### src/rtl/mult_control.sv
// Sequencing FSM for the 8-bit signed shift-add multiplier: eight add/shift
// iterations, final partial product subtracted. Optional macro MULT_CTRL_SKIP_ZERO_EN.
module mult_control (
  input  logic clk,
  input  logic reset,
  input  logic run,
  input  logic clra_ldb,
  input  logic m,
  output logic shift,
  output logic sub_add,
  output logic Ld_XA,
  output logic Ld_B,
  output logic Clr_XA,
  output logic busy,
  output logic done
);

  typedef enum logic [2:0] {IDLE, CLR, ADD, SHIFT, DONE} state_t;

  state_t     st_q, st_d;
  logic [2:0] cnt_q, cnt_d;

  always_comb begin
    st_d    = st_q;
    cnt_d   = cnt_q;
    shift   = 1'b0;
    sub_add = 1'b1;
    Ld_XA   = 1'b0;
    Ld_B    = 1'b0;
    Clr_XA  = 1'b0;
    busy    = 1'b0;
    done    = 1'b0;
    unique case (st_q)
      IDLE: begin
        Ld_B   = clra_ldb & ~run;
        Clr_XA = clra_ldb & ~run;
        if (run) begin
          st_d  = CLR;
          cnt_d = '0;
        end
      end
      CLR: begin
        Clr_XA = 1'b1;
        busy   = 1'b1;
        st_d   = ADD;
      end
      ADD: begin
        busy    = 1'b1;
        Ld_XA   = m;
        sub_add = (cnt_q != 3'd7);
        st_d    = SHIFT;
`ifdef MULT_CTRL_SKIP_ZERO_EN
        // A zero multiplier bit needs no add, so shift in the same cycle.
        if (!m) begin
          shift = 1'b1;
          if (cnt_q == 3'd7) begin
            st_d = DONE;
          end else begin
            cnt_d = cnt_q + 3'd1;
            st_d  = ADD;
          end
        end
`endif
      end
      SHIFT: begin
        busy  = 1'b1;
        shift = 1'b1;
        if (cnt_q == 3'd7) begin
          st_d = DONE;
        end else begin
          cnt_d = cnt_q + 3'd1;
          st_d  = ADD;
        end
      end
      DONE: begin
        done = 1'b1;
        if (!run) st_d = IDLE;
      end
      default: st_d = IDLE;
    endcase
    // Reset overrides the IDLE defaults, including sub_add.
    if (!reset) begin
      shift   = 1'b0;
      sub_add = 1'b0;
      Ld_XA   = 1'b0;
      Ld_B    = 1'b0;
      Clr_XA  = 1'b0;
      busy    = 1'b0;
      done    = 1'b0;
    end
  end

  always_ff @(posedge clk or negedge reset) begin
    if (!reset) begin
      st_q  <= IDLE;
      cnt_q <= '0;
    end else begin
      st_q  <= st_d;
      cnt_q <= cnt_d;
    end
  end

endmodule

### config.mk
export PLATFORM = sky130hd
export DESIGN_NAME = mult_control
export DESIGN_NICKNAME = d
export VERILOG_FILES = /design/src/rtl/mult_control.sv
export SDC_FILE = /design/constraint.sdc
export NUM_CORES = 1
export LEC_CHECK = 0
export ABC_AREA = 1
export BUFFER_PORTS_ARGS = -buffer_cell sky130_fd_sc_hd__buf_2
export CORE_AREA = 5 5 42 44
export CTS_CLUSTER_SIZE = 16
export DETAILED_ROUTE_END_ITERATION = 6
export DIE_AREA = 0 0 47 49
export SKIP_CTS_REPAIR_TIMING = 1
export SYNTH_ARGS = -nofsm -noshare
export SYNTH_HDL_FRONTEND = slang
export SYNTH_SLANG_ARGS = --single-unit
### constraint.sdc
create_clock -name clk -period 3.3 [get_ports clk]
set_input_delay 0.33 -clock clk [delete_from_list [all_inputs] [get_ports clk]]
set_output_delay 0.33 -clock clk [all_outputs]
set_load 0.01 [all_outputs]
* Word level (Yosys, flattened, before mapping)
Cells that the tools add are included.
** Word-level totals
- Output and inout port bits :: 7
- Logic and storage cells :: 40
- Input port bits :: 5
- Bits in registers :: 6
** Operators by class
- Muxes and demuxes :: 21
- Equality and inequality tests :: 9
- Add/subtract/negate cells :: 1
- Bitwise operators :: 2
- Reductions and logical operators :: 5
** Operators by type and width (count)
- 3-bit two-way mux :: 5
- 3-bit case mux with 5 select lines :: 1
- 1-bit two-way mux :: 13
- 3-bit by 2-bit equality test with 1-bit output (second input constant) :: 2
- 3-bit equality test (second input constant) :: 2
- 2-bit inequality test (second input constant) :: 3
- 3-bit case mux with 2 select lines :: 1
- 3-bit by 1-bit adder with 3-bit output (second input constant) :: 1
- 3-bit by 1-bit equality test with 1-bit output (second input constant) :: 1
- 3-bit zero test :: 1
- 3-bit inequality test (second input constant) :: 1
- 3-bit AND reduction :: 1
- 3-bit OR reduction :: 1
- 1-bit case mux with 2 select lines :: 1
- 2-bit AND reduction :: 1
- 2-bit nonzero test :: 1
- 1-bit AND :: 1
- 1-bit inverter :: 1

* Logic depth before layout (Yosys ltp)
Gate-level depths: netlist of run 1.
- Depth in word-level cells :: 4
- Mapped depth :: 6
- Gate-level depth less buffers :: 6

* Worst setup path before layout of run 1
Ideal clock, no wire load.
- Kind :: flip-flop to output port
- Start point :: register cnt_q[0]
- End point :: output sub_add
- Slack :: 1982 ps
- Buffers on the path :: 0
- Arrival time :: 988 ps
- Stages on the path, launching flop included :: 6
- Data required time :: 2970 ps
- Cell sequence :: dfrtp_1 ha_1 ha_1 nand3_1 nand2_1 inv_1
** Between the ends
- Longest elaborated chain between the ends :: 3
** RTL lines
- start: declaration :: RTL line 21 : logic [2:0] cnt_q, cnt_d;
- start signal: assignment :: RTL line 99 : cnt_q <= cnt_d;
- 3-bit inequality test :: RTL line 50 : sub_add = (cnt_q != 3'd7);
- 1-bit two-way mux :: RTL line 33 : unique case (st_q)
- 1-bit two-way mux :: RTL line 82 : if (!reset) begin
- end: declaration :: RTL line 10 : output logic sub_add,
Every way passes these cells.

* Final worst setup path of run 1
- Start point :: input reset
- End point :: output busy
** Between the ends
- Longest elaborated chain between the ends :: 1
** RTL lines
- start: declaration :: RTL line 5 : input logic reset,
- 1-bit two-way mux :: RTL line 82
- end: declaration :: RTL line 14 : output logic busy,
Every way passes these cells.

==> results of run 1 <==
worst register-to-register path, delay by kind of cell, from the launching register on:
kind          cells  cell delay (ns)
flops             1             0.38
fa+ha+maj         2             0.43
simple gates      4             0.37
state kept, by name, summed over array words and instances (netlist names):
name   flops
cnt_q      3
st_q       3
Yosys cell counts:
cell      count
nor2_2        2
dfrtp_1       6
nand3_1       3
nor2_1        5
o21ai_0       1
nand4_1       2
nand2_2       1
a21oi_1       1
nand3_2       2
o21a_1        1
nand2_1      14
ha_1          2
o211ai_1      1
nor3_1        1
inv_2         1
inv_1         5
cell type report:
class,count,share of cell area [%]
Clock buffer,3,4.762
Inverter,6,4.762
Multi-Input combinational cell,36,40.74
Sequential cell,6,31.75
Tap cell,16,4.233
Timing Repair Buffer,12,13.76
through the flow:
step	hold slack [ns]	total power, mW	cells
final	0.2976	0.3673	79
after global routing	0.3067	0.4094	79
after floorplan	0.03441	0.2549	48
after CTS	-0.08291	0.3723	78
after global placement	0.1842	0.2964	75
after detailed placement	0.1830	0.3005	75
worst paths after layout:
check | to | slack [ns] | cells past startpoint | start
worst max-delay path | busy | 1.47 | 5 | reset
worst min-delay path | st_q[0]$_DFFE_PN0P_ | 0.30 | 2 | run
worst max register to register | cnt_q[1]$_DFFE_PN0P_ | 2.01 | 6 | cnt_q[0]$_DFFE_PN0P_
worst min register to register | cnt_q[1]$_DFFE_PN0P_ | 0.48 | 2 | cnt_q[1]$_DFFE_PN0P_
max in group asynchronous | cnt_q[0]$_DFFE_PN0P_ | 2.68 | 2 | reset
min in group asynchronous | st_q[1]$_DFFE_PN0P_ | 0.45 | 2 | reset
layer usage:
metal,vias up,global-route usage [%],routed length [µm]
met5,-,0,0
met4,0,4.147,8
met3,2,5.535,88
met2,11,9.276,320
met1,158,9.865,322
li1,188,-,-
report_power, final:
| part | total [mW] | leakage [nW] | internal, mW | switching, mW |
|---|---|---|---|---|
| registers | 0.136 | 0.0760 | 0.103 | 0.0323 |
| clock network | 0.0683 | 0.0138 | 0.0412 | 0.0271 |
| logic | 0.163 | 0.178 | 0.0661 | 0.0972 |
| total | 0.367 | 0.268 | 0.211 | 0.157 |
cell families (layout without fill, tap and decap cells):
kind of cell | count (synthesis) | after routing
buf+inv | 6 | 21
fa+ha+maj | 2 | 2
compound gates | 4 | 4
flops | 6 | 6
simple gates | 30 | 30
==> metrics.txt, run 1 <==
top post-synthesis cells by area dfrtp_1, nand2_1, ha_1; Inserted Clock Buffers 3; area share of the largest cell type after synthesis 41.10%; core area 1401 µm²; IO Count 12; register area 150.1 µm²; share of cells above drive strength 1 31.75%; commonest non-fill, non-tap cell in the layout nand2_1; Antenna Violating Nets Remaining 0; Worst-Margin Slew 0.2360 ns; GR Overflow Total 0; CP max stage delay 0.52 ns; fin crit period 1.835 ns; area leader, netlist dfrtp_1; CTS tree done; Final Max Tran Viols 0; synth warn 0; Total GRT Usage 7.725%; Avg Inst Size Synth 7.611 µm²; final setup TNS 0 ns; main combinational cell family by area after synthesis simple AND/OR/NAND/NOR gates; Distinct cells, synth 16; filler instances 162; net count of the mapped netlist 55; crit path max fanout 9; Synth Area in XOR/XNOR 0%; via count 359; synth-to-layout area growth 29.45%; crit path DAT 1.50 ns; P_leak 0.2680 nW; DRT Pass-1 Iters 2; P per Cell Area 776.6 nW/µm²; Worst VDD drop 0.0003763 V; mux share of post-synthesis cell area 0%; final hold viol count 0; Slew Limit Headroom 84.26%; post-synthesis cell count 48; Port Buffers 11; ANT cells 0; number of clock sinks 6; die width 47 µm; initial core utilization 26.07%; initial antenna violation count 0; RD Place Congestion 0.7369; Crit Path Class in -> out; CP Launch Type primary input; Worst Path Buf+Inv 4; most frequent cells in the layout nand2_1, buf_2, dfrtp_1; DR DRC count 0; detailed placement HPWL 588.3 µm; clock transition at the registers of the reported paths 0.05 ns; vias in the first global route 308; Placed Area 440.4 µm²; synthesis-stage register bit count 6; MaxCap Viol Count 0; Vias/cell 4.544; simple logic cell fraction of the synthesized area 39.04%; Largest delay share family, worst path buffers and inverters; CP Data Required Time 2.97 ns; routed wire length 739 µm; post-synthesis sequential area ratio 41.10%; Worst-Skew Late Latency 0.25 ns; synthesized cell area 365.4 µm²; crit share post-route 55.61%; first-pass GRT wire length 1.262 mm; Final Setup Violations 0; Die ar. 2303 µm²; area of the multi-input gates 192.7 µm²; nets@finish 72; Worst Setup Slack post-DPL 1.859 ns; Max Clk Rate 0.5450 GHz; clk_skew 0.003360 ns; Critical Path End Type output port; unrepaired setup endpoints after global routing false; Rows 14; die height 49 µm; DR WL/cell 9.354 µm; clk root buf clkbuf_4; final instance area 473.0 µm²; status completed; Iter 0 DRT Violations 3; CTS max path bufs 2; final worst setup slack 1.465 ns; compound-cell area share of the yosys netlist 6.849%; number of H-tree levels 1; cell repeated most along the worst path buf_2; final core area utilization 33.75%; Critical-path top delay cell dlygate4sd3_1; critical-path cell list dlygate4sd3_1 > buf_2 > inv_1 > nor3_1 > buf_2; largest net degree at the start of global routing 10; worst min path class in -> reg; post-synthesis adder-cell area fraction 6.849%
No activity file was read; power rests on OpenSTA's default activity.
==> run 2: changes to the inputs <==
==> constraint.sdc (replaced) <==
create_clock -name clk -period 1.6 [get_ports clk]
set_input_delay 0.16 -clock clk [delete_from_list [all_inputs] [get_ports clk]]
set_output_delay 0.16 -clock clk [all_outputs]
set_load 0.01 [all_outputs]
==> run 2 against run 1 <==
Global-route usage up 0.13 points; worst setup slack worse by 1.4 ns; hold slack worse by 0.17 ns; wire length up 8.1%; sequential cell count unchanged; combinational power up 110%; die area unchanged; clock power up 100%; register-to-register slack worse by 1.7 ns; largest cell class unchanged.
==> metrics.txt, run 2 (synthesized netlist as in run 1, its figures left out) <==
status completed; via count 360; CP Launch Type flop; filler instances 152; synth-to-layout area growth 30.82%; ANT cells 0; Max Clk Rate 0.6641 GHz; P per Cell Area 1606 nW/µm²; DR DRC count 0; DR WL/cell 10.11 µm; largest net degree at the start of global routing 10; first-pass GRT wire length 1.290 mm; Critical Path End Type output port; Final Setup Violations 0; Crit Path Class reg -> out; die width 47 µm; routed wire length 799 µm; CP Data Required Time 1.44 ns; Final Max Tran Viols 0; worst min path class in -> reg; core area 1401 µm²; clock transition at the registers of the reported paths 0.05 ns; Vias/cell 4.557; clk root buf clkbuf_4; Die ar. 2303 µm²; number of clock sinks 6; Worst-Skew Late Latency 0.25 ns; initial antenna violation count 0; IO Count 12; crit share post-route 94.12%; initial core utilization 26.07%; number of H-tree levels 1; Largest regs cnt_q (3), st_q (3); share of cells above drive strength 1 34.92%; vias in the first global route 309; commonest non-fill, non-tap cell in the layout nand2_1; Total GRT Usage 7.856%; Rows 14; most frequent cells in the layout nand2_1, buf_2, dfrtp_1; CTS max path bufs 2; RD Place Congestion 0.7482; Iter 0 DRT Violations 4; MaxCap Viol Count 0; nets@finish 72; crit path DAT 1.35 ns; DRT Pass-1 Iters 2; Antenna Violating Nets Remaining 0; Port Buffers 11; die height 49 µm; final core area utilization 34.11%; Tot Pwr 0.7677 mW; GR Overflow Total 0; Inserted Clock Buffers 3; CTS tree done; Worst VDD drop 0.0007875 V; Worst-Margin Slew 0.2813 ns; Slew Limit Headroom 81.18%; fin crit period 1.506 ns; P_leak 0.2651 nW; clk_skew 0.006629 ns; crit path max fanout 4; final hold viol count 0; detailed placement HPWL 600.4 µm
-- run 2: stage by stage --
stage	setup TNS, ns	std cells	hold WS (ns)	setup WS (ns)	area, µm²
floorplan	0	48	-0.1356	0.4004	365.4
global placement	0	75	0.01247	0.3220	440.4
detailed placement	0	75	0.009731	0.2967	440.4
CTS	0	78	-0.2582	0.05170	462.9
global route	-0.005981	79	0.1425	-0.005981	478.0
finish	0	79	0.1256	0.09414	478.0
-- run 2: layout make-up --
| cell class | count | area (µm²) | share of cell area [%] |
|---|---|---|---|
| flip-flops and latches | 6 | 150.1 | 31.41 |
| inverters | 6 | 22.52 | 4.712 |
| multi-input cells | 36 | 197.7 | 41.36 |
| clock buffers | 3 | 22.52 | 4.712 |
| well taps | 16 | 20.02 | 4.188 |
| repair buffers | 12 | 65.06 | 13.61 |
-- run 2: worst max-delay path: stages (launching register included) --
cell and delay, ns:
dfrtp_1 0.39, ha_1 0.21, ha_2 0.20, nand3_1 0.09
nand2_1 0.05, inv_1 0.05, buf_2 0.12
-- run 2: final timing paths --
check                                          start                    to  slack [ns]  cells past startpoint
worst max-delay path            cnt_q[0]$_DFFE_PN0P_               sub_add        0.09                      6
worst min-delay path                             run   st_q[0]$_DFFE_PN0P_        0.13                      2
worst max register to register  cnt_q[0]$_DFFE_PN0P_  cnt_q[0]$_DFFE_PN0P_        0.34                      6
worst min register to register  cnt_q[1]$_DFFE_PN0P_  cnt_q[1]$_DFFE_PN0P_        0.48                      2
max in group asynchronous                      reset  cnt_q[0]$_DFFE_PN0P_        1.00                      2
min in group asynchronous                      reset   st_q[1]$_DFFE_PN0P_        0.38                      2
-- run 2: per-layer routing --
metal	track usage, %	part of all wire (%)
met2	10.18	48
met1	9.821	41
met3	5.904	10
met4	2.765	0.75
met5	0	0
-- run 2: power by group --
| part | leakage (nW) | internal [mW] | switching [mW] |
|---|---|---|---|
| Sequential | 0.0760 | 0.213 | 0.0713 |
| Clock | 0.0138 | 0.0848 | 0.0543 |
| Combinational | 0.175 | 0.141 | 0.203 |
| Total | 0.265 | 0.439 | 0.329 |
